File: config.mk
export PLATFORM = sky130hd
export DESIGN_NAME = dg_run_ctl
export DESIGN_NICKNAME = d
export VERILOG_FILES = /design/src/rtl/dg_pkg.sv /design/src/rtl/dg_rr_pick.sv /design/src/rtl/dg_run_ctl.sv
export SDC_FILE = /design/constraint.sdc
export NUM_CORES = 1
export LEC_CHECK = 0
export ABC_AREA = 1
export BUFFER_PORTS_ARGS = -buffer_cell sky130_fd_sc_hd__buf_4
export CORE_MARGIN = 5
export CORE_UTILIZATION = 25
export DETAILED_ROUTE_END_ITERATION = 8
export PLACE_DENSITY_LB_ADDON = 0.1
export SLEW_MARGIN = 0
export SYNTH_ARGS = -nofsm -noshare
export SYNTH_HDL_FRONTEND = slang
export SYNTH_HIERARCHICAL = 1
export SYNTH_SLANG_ARGS = --single-unit
File: constraint.sdc
create_clock -name clk -period 15.9 [get_ports clk]
set_clock_uncertainty 0.2 [all_clocks]
set_input_delay 2.385 -clock clk [delete_from_list [all_inputs] [get_ports clk]]
set_output_delay 2.385 -clock clk [all_outputs]
set_load 0.01 [all_outputs]
File: src/rtl/dg_pkg.sv
// Shared definitions for the data-generator run controller and the generator wrappers.
package dg_pkg;

   localparam int DG_NPORT  = 16;
   localparam int DG_ADDR_W = 10;
   localparam int DG_GAP_W  = 8;

   typedef enum logic [2:0] {
      ST_IDLE  = 3'd0,
      ST_GRANT = 3'd1,
      ST_GAP   = 3'd2,
      ST_DRAIN = 3'd3,
      ST_DONE  = 3'd4
   } dg_state_t;

endpackage

File: src/rtl/dg_rr_pick.sv
// Combinational round-robin picker: first eligible port at or after ptr, wrapping.
module dg_rr_pick #(
   parameter int NPORT = 16,
   parameter int PTR_W = 4
) (
   input  logic [NPORT-1:0] elig,
   input  logic [PTR_W-1:0] ptr,
   output logic [PTR_W-1:0] idx,
   output logic             any
);

   logic [PTR_W-1:0] cand;

   always_comb begin
      any  = 1'b0;
      idx  = '0;
      cand = '0;
      for (int i = 0; i < NPORT; i++) begin
         cand = PTR_W'((int'(ptr) + i) % NPORT);
         if (!any && elig[cand]) begin
            any = 1'b1;
            idx = cand;
         end
      end
   end

endmodule

File: src/rtl/dg_run_ctl.sv
// Run controller: releases per-port packet budgets in round-robin order and tracks completed packets.
//
// state | meaning
// IDLE  | waiting for i_start; eop here is an error
// GRANT | hand one packet budget to the next eligible port
// GAP   | count down the inter-grant gap
// DRAIN | all budgets granted, wait for every enabled port's eops
// DONE  | one-cycle completion pulse
module dg_run_ctl
   import dg_pkg::*;
#(
   parameter int NPORT  = DG_NPORT,
   parameter int ADDR_W = DG_ADDR_W,
   parameter int GAP_W  = DG_GAP_W
) (
   input  logic                    clk,
   input  logic                    rst,
   input  logic                    i_start,
   input  logic                    i_abort,
   input  logic [ADDR_W-1:0]       i_pkt_num,
   input  logic [GAP_W-1:0]        i_gap,
   input  logic [NPORT-1:0]        i_port_en,
   input  logic [NPORT-1:0]        i_eop,
   output logic [NPORT*ADDR_W-1:0] o_fetch_n,
   output logic                    o_busy,
   output logic                    o_done,
   output logic                    o_err
);

   localparam int PTR_W = (NPORT > 1) ? $clog2(NPORT) : 1;

   dg_state_t         state, state_nxt;
   logic [ADDR_W-1:0] pkt_num_q;
   logic [GAP_W-1:0]  gap_q, gap_cnt;
   logic [NPORT-1:0]  en_q, elig, eop_inc;
   logic [PTR_W-1:0]  ptr, pick_idx;
   logic              pick_any;
   logic [ADDR_W-1:0] fetch_n [NPORT];
   logic [ADDR_W-1:0] eop_cnt [NPORT];
   logic              start_acc, grant_fire, gap_load, gap_dec, all_done, eop_err;

   always_comb begin
      elig     = '0;
      all_done = 1'b1;
      for (int p = 0; p < NPORT; p++) begin
         elig[p] = en_q[p] && (fetch_n[p] < pkt_num_q);
         if (en_q[p] && (eop_cnt[p] != pkt_num_q))
            all_done = 1'b0;
      end
   end

   dg_rr_pick #(
      .NPORT (NPORT),
      .PTR_W (PTR_W)
   ) u_pick (
      .elig (elig),
      .ptr  (ptr),
      .idx  (pick_idx),
      .any  (pick_any)
   );

   // An eop is only counted against an outstanding grant on an enabled port during a run.
   always_comb begin
      eop_inc = '0;
      eop_err = 1'b0;
      for (int p = 0; p < NPORT; p++) begin
         if (i_eop[p]) begin
            if ((state == ST_IDLE) || !en_q[p] || (eop_cnt[p] == fetch_n[p]))
               eop_err = 1'b1;
            else if (eop_cnt[p] != '1)
               eop_inc[p] = 1'b1;
         end
      end
   end

   always_ff @(posedge clk or posedge rst) begin
      if (rst)
         state <= ST_IDLE;
      else
         state <= state_nxt;
   end

   always_comb begin
      state_nxt  = state;
      start_acc  = 1'b0;
      grant_fire = 1'b0;
      gap_load   = 1'b0;
      gap_dec    = 1'b0;
      case (state)
         ST_IDLE: begin
            if (i_start) begin
               start_acc = 1'b1;
               state_nxt = ST_GRANT;
            end
         end
         ST_GRANT: begin
            if (i_abort) begin
               state_nxt = ST_IDLE;
            end else if (pick_any) begin
               grant_fire = 1'b1;
               if (gap_q != '0) begin
                  gap_load  = 1'b1;
                  state_nxt = ST_GAP;
               end
            end else begin
               state_nxt = ST_DRAIN;
            end
         end
         ST_GAP: begin
            if (i_abort)
               state_nxt = ST_IDLE;
            else if (gap_cnt <= GAP_W'(1))
               state_nxt = ST_GRANT;
            else
               gap_dec = 1'b1;
         end
         ST_DRAIN: begin
            if (i_abort)
               state_nxt = ST_IDLE;
            else if (all_done)
               state_nxt = ST_DONE;
         end
         ST_DONE: begin
            state_nxt = ST_IDLE;
         end
         default: begin
            state_nxt = ST_IDLE;
         end
      endcase
   end

   always_ff @(posedge clk or posedge rst) begin
      if (rst) begin
         pkt_num_q <= '0;
         gap_q     <= '0;
         en_q      <= '0;
         ptr       <= '0;
         gap_cnt   <= '0;
         o_busy    <= 1'b0;
         o_done    <= 1'b0;
         o_err     <= 1'b0;
         for (int p = 0; p < NPORT; p++) begin
            fetch_n[p] <= '0;
            eop_cnt[p] <= '0;
         end
      end else begin
         o_busy <= (state_nxt != ST_IDLE);
         o_done <= (state_nxt == ST_DONE);

         if (eop_err)
            o_err <= 1'b1;
         else if (start_acc)
            o_err <= 1'b0;

         if (start_acc) begin
            pkt_num_q <= i_pkt_num;
            gap_q     <= i_gap;
            en_q      <= i_port_en;
            ptr       <= '0;
            for (int p = 0; p < NPORT; p++) begin
               fetch_n[p] <= '0;
               eop_cnt[p] <= '0;
            end
         end else begin
            for (int p = 0; p < NPORT; p++) begin
               if (eop_inc[p])
                  eop_cnt[p] <= eop_cnt[p] + ADDR_W'(1);
            end
            if (grant_fire) begin
               fetch_n[pick_idx] <= fetch_n[pick_idx] + ADDR_W'(1);
               ptr <= (int'(pick_idx) == NPORT - 1) ? '0 : pick_idx + PTR_W'(1);
            end
         end

         if (gap_load)
            gap_cnt <= gap_q;
         else if (gap_dec)
            gap_cnt <= gap_cnt - GAP_W'(1);
      end
   end

   for (genvar p = 0; p < NPORT; p++) begin : g_fetch
      assign o_fetch_n[p*ADDR_W +: ADDR_W] = fetch_n[p];
   end

endmodule

==> flow_summary.toml <==
[placement]
gp_congestion = 0.914
io_buffers = 216
dp_hpwl_um = 103000

[yosys]
synth_edf_count = 0
ys.flop_type = "dfrtp_1"
yosysTopAreaCell = "dfrtp_1"
yosysSeqAreaShare = 0.327
syn_inst = 4039
synth_cell_types = 55
syn_area_per_cell_um2 = 7.04
synth.area.top_cells = "dfrtp_1 (33%), nand2_1 (15%), ha_1 (7.7%)"
ys_ff_latch = 372
syn-cell-area_mm2 = 0.0284
yosysWarnings = 6
synthesis.nets = 4267
synth.top_cell.area_share = 0.327
synthArstFlopShare = 1.00

[worst_hold_path]
hold_end = "gap_q[2]"
hp-class = "register to register"
min-delay-start = "gap_q[2]"
hold_depth = 2

[critical_path]
worstReg2RegEnd = "o_fetch_n[34]"
arrival_ps = 9610
cp.buffers_inverters = 6
slowest_stage = "xor2_4"
path_max_fanout = 51
crit_required_ps = 16150
rr_worst_depth = 41
crit_top_cell = "nand2_1"
slowest_delay_ps = 910
crit_family = "simple AND/OR/NAND/NOR gates"
cp-start-kind = "register"
cp_num_cells = 41
r2r_slack_ps = 6550
worstSetupPathType = "register to register"
crit_path_end_kind = "register"
r2r_start = "pkt_num_q[1]"

[clocking]
cts_buffers = 52
h-tree-depth = 2
cts-root-buf = "clkbuf_16"
insertion_delay_ps = 660
cts_buffer_depth = 3
clock_sinks = 372
cts_tree = "built"
cts.hold.buffers_added = 0
clkTransAtPathRegs_ps = 60
ctsResizeCount = 0
post-cts-setup-buffers = 0

[layout]
layout_common_cells = "nand2_1 (1119), inv_1 (389), dfrtp_1 (364)"
areaGrowthSynthToFinish_pct = 17.6
mostFrequentLayoutCell = "nand2_1"
final.fill_count = 12400
antennaDiodeCount = 0
final_nets = 4430
drive_above_1_share = 0.102

[floorplanning]
initial_core_util = 0.252
die_h_um = 347
rows = 123
io_pins = 217
core_mm2 = 0.113
design.die.area_mm2 = 0.121
die-width_um = 347

[routing]
antenna_left = 0
wirelength_um = 141000
post_drt_via_cell_ratio = 4.99
drt_iter0_drc = 2641
drc = 0
vias = 28700
drtPass1Iterations = 6
wl_per_cell_um = 24.5

[global_routing]
antenna_found_initial = 1
grt_pass1_vias = 28000
grt_pass1_wl_um = 204000
grt_max_degree = 96
grtUsageTotal = 0.227
grt_remaining_overflow = 0

[sta]
fmax_mhz = 107
tns_ps = 0
hold_violations = 0
worstMarginPinSlew_ps = 1150
period_needed_ps = 9350
slew-limit-headroom = 0.229
finalSetupViolCount = 0
rsz0062_at_grt = "no"
finalCritPeriodShare = 0.588
slew_violations = 0

[flow_run]
max-cap-violations = 0

[outcome]
outcome = "complete, no violations"
-- cell type report --
cell class | instances | area [um2] | area share
Sequential cell | 372 | 9320 | 0.279
Multi-Input combinational cell | 3111 | 16900 | 0.506
Tap cell | 1500 | 1880 | 0.0561
Clock buffer | 78 | 1590 | 0.0476
Inverter | 408 | 1550 | 0.0463
Timing Repair Buffer | 257 | 1940 | 0.0581
Clock inverter | 18 | 258 | 0.00771
-- worst reg2reg max path, delay by kind of cell (launching register included) --
| kind | cells | cell delay [ps] |
|---|---|---|
| compound gates | 10 | 1550 |
| xor+xnor | 1 | 910 |
| fa+ha+maj | 2 | 890 |
| buf+inv | 6 | 2640 |
| flops | 1 | 340 |
| simple gates | 22 | 2630 |
-- metrics by stage --
stage	instance area, um2	instances	utilization	worst slack [ps]	hold WS (ps)
after CTS	33400	5744	0.296	6630	332
after floorplan	28400	4039	-	2980	271
after detailed placement	31600	5648	0.280	6670	298
final	33400	5744	0.296	6550	322
after global placement	31600	5648	0.280	6790	300
after global routing	33400	5744	0.296	5950	352
-- cells in the mapped netlist, types with 9 or more instances --
| cell type | instances |
|---|---|
| buf_4 | 15 |
| a21oi_1 | 148 |
| buf_6 | 10 |
| o21ai_0 | 200 |
| o31ai_1 | 22 |
| nand2_1 | 1121 |
| nand3_1 | 359 |
| a211o_1 | 9 |
| a21o_1 | 13 |
| nand4_1 | 79 |
| a21boi_0 | 10 |
| o21ai_1 | 73 |
| ha_1 | 174 |
| a31oi_1 | 10 |
| xnor2_1 | 99 |
| nor3_1 | 61 |
| nand2_2 | 14 |
| nor2_4 | 9 |
| inv_1 | 396 |
| o211ai_1 | 30 |
| xor2_1 | 150 |
| o22ai_1 | 89 |
| dfrtp_1 | 372 |
| nor4_1 | 32 |
| nor2_1 | 341 |
| buf_2 | 42 |
| clkbuf_1 | 73 |
-- how the worst max path moves through the flow --
stage                      start       endpoint  slack, ps
finish              pkt_num_q[1]  o_fetch_n[34]       6550
global route        pkt_num_q[1]  o_fetch_n[34]       5950
CTS                 pkt_num_q[1]  o_fetch_n[34]       6630
detailed placement  pkt_num_q[1]  o_fetch_n[64]       6670
global placement    pkt_num_q[1]  o_fetch_n[94]       6790
floorplan                    rst        en_q[0]       2980
-- state kept, by name, summed over array words and instances (netlist names) --
register	flops
o_fetch_n	160
ptr	4
o_err	1
pkt_num_q	10
gap_cnt	8
o_done	1
en_q	16
eop_cnt	160
state	3
o_busy	1
gap_q	8
-- logic make-up (layout without fill, tap and decap cells) --
logic type | count (synthesis) | count (layout) | synth area share
adders and majority gates | 174 | 174 | 0.0765
xor gates and xnor gates | 255 | 255 | 0.0805
AOI/OAI and AO/OA | 630 | 630 | 0.126
and+or+nand+nor | 2052 | 2052 | 0.309
DFF | 372 | 372 | 0.327
buffers and inverters | 556 | 761 | 0.0799
-- layer usage --
metal	track usage	up-vias	routed length, um
li1	-	13700	-
met1	0.322	14100	66600
met2	0.372	734	64800
met3	0.0229	124	6070
met4	0.0546	0	3400
met5	0	-	0
Power is not shown: default switching activity piles up to over one toggle a cycle in this logic, so the estimate is an artifact.
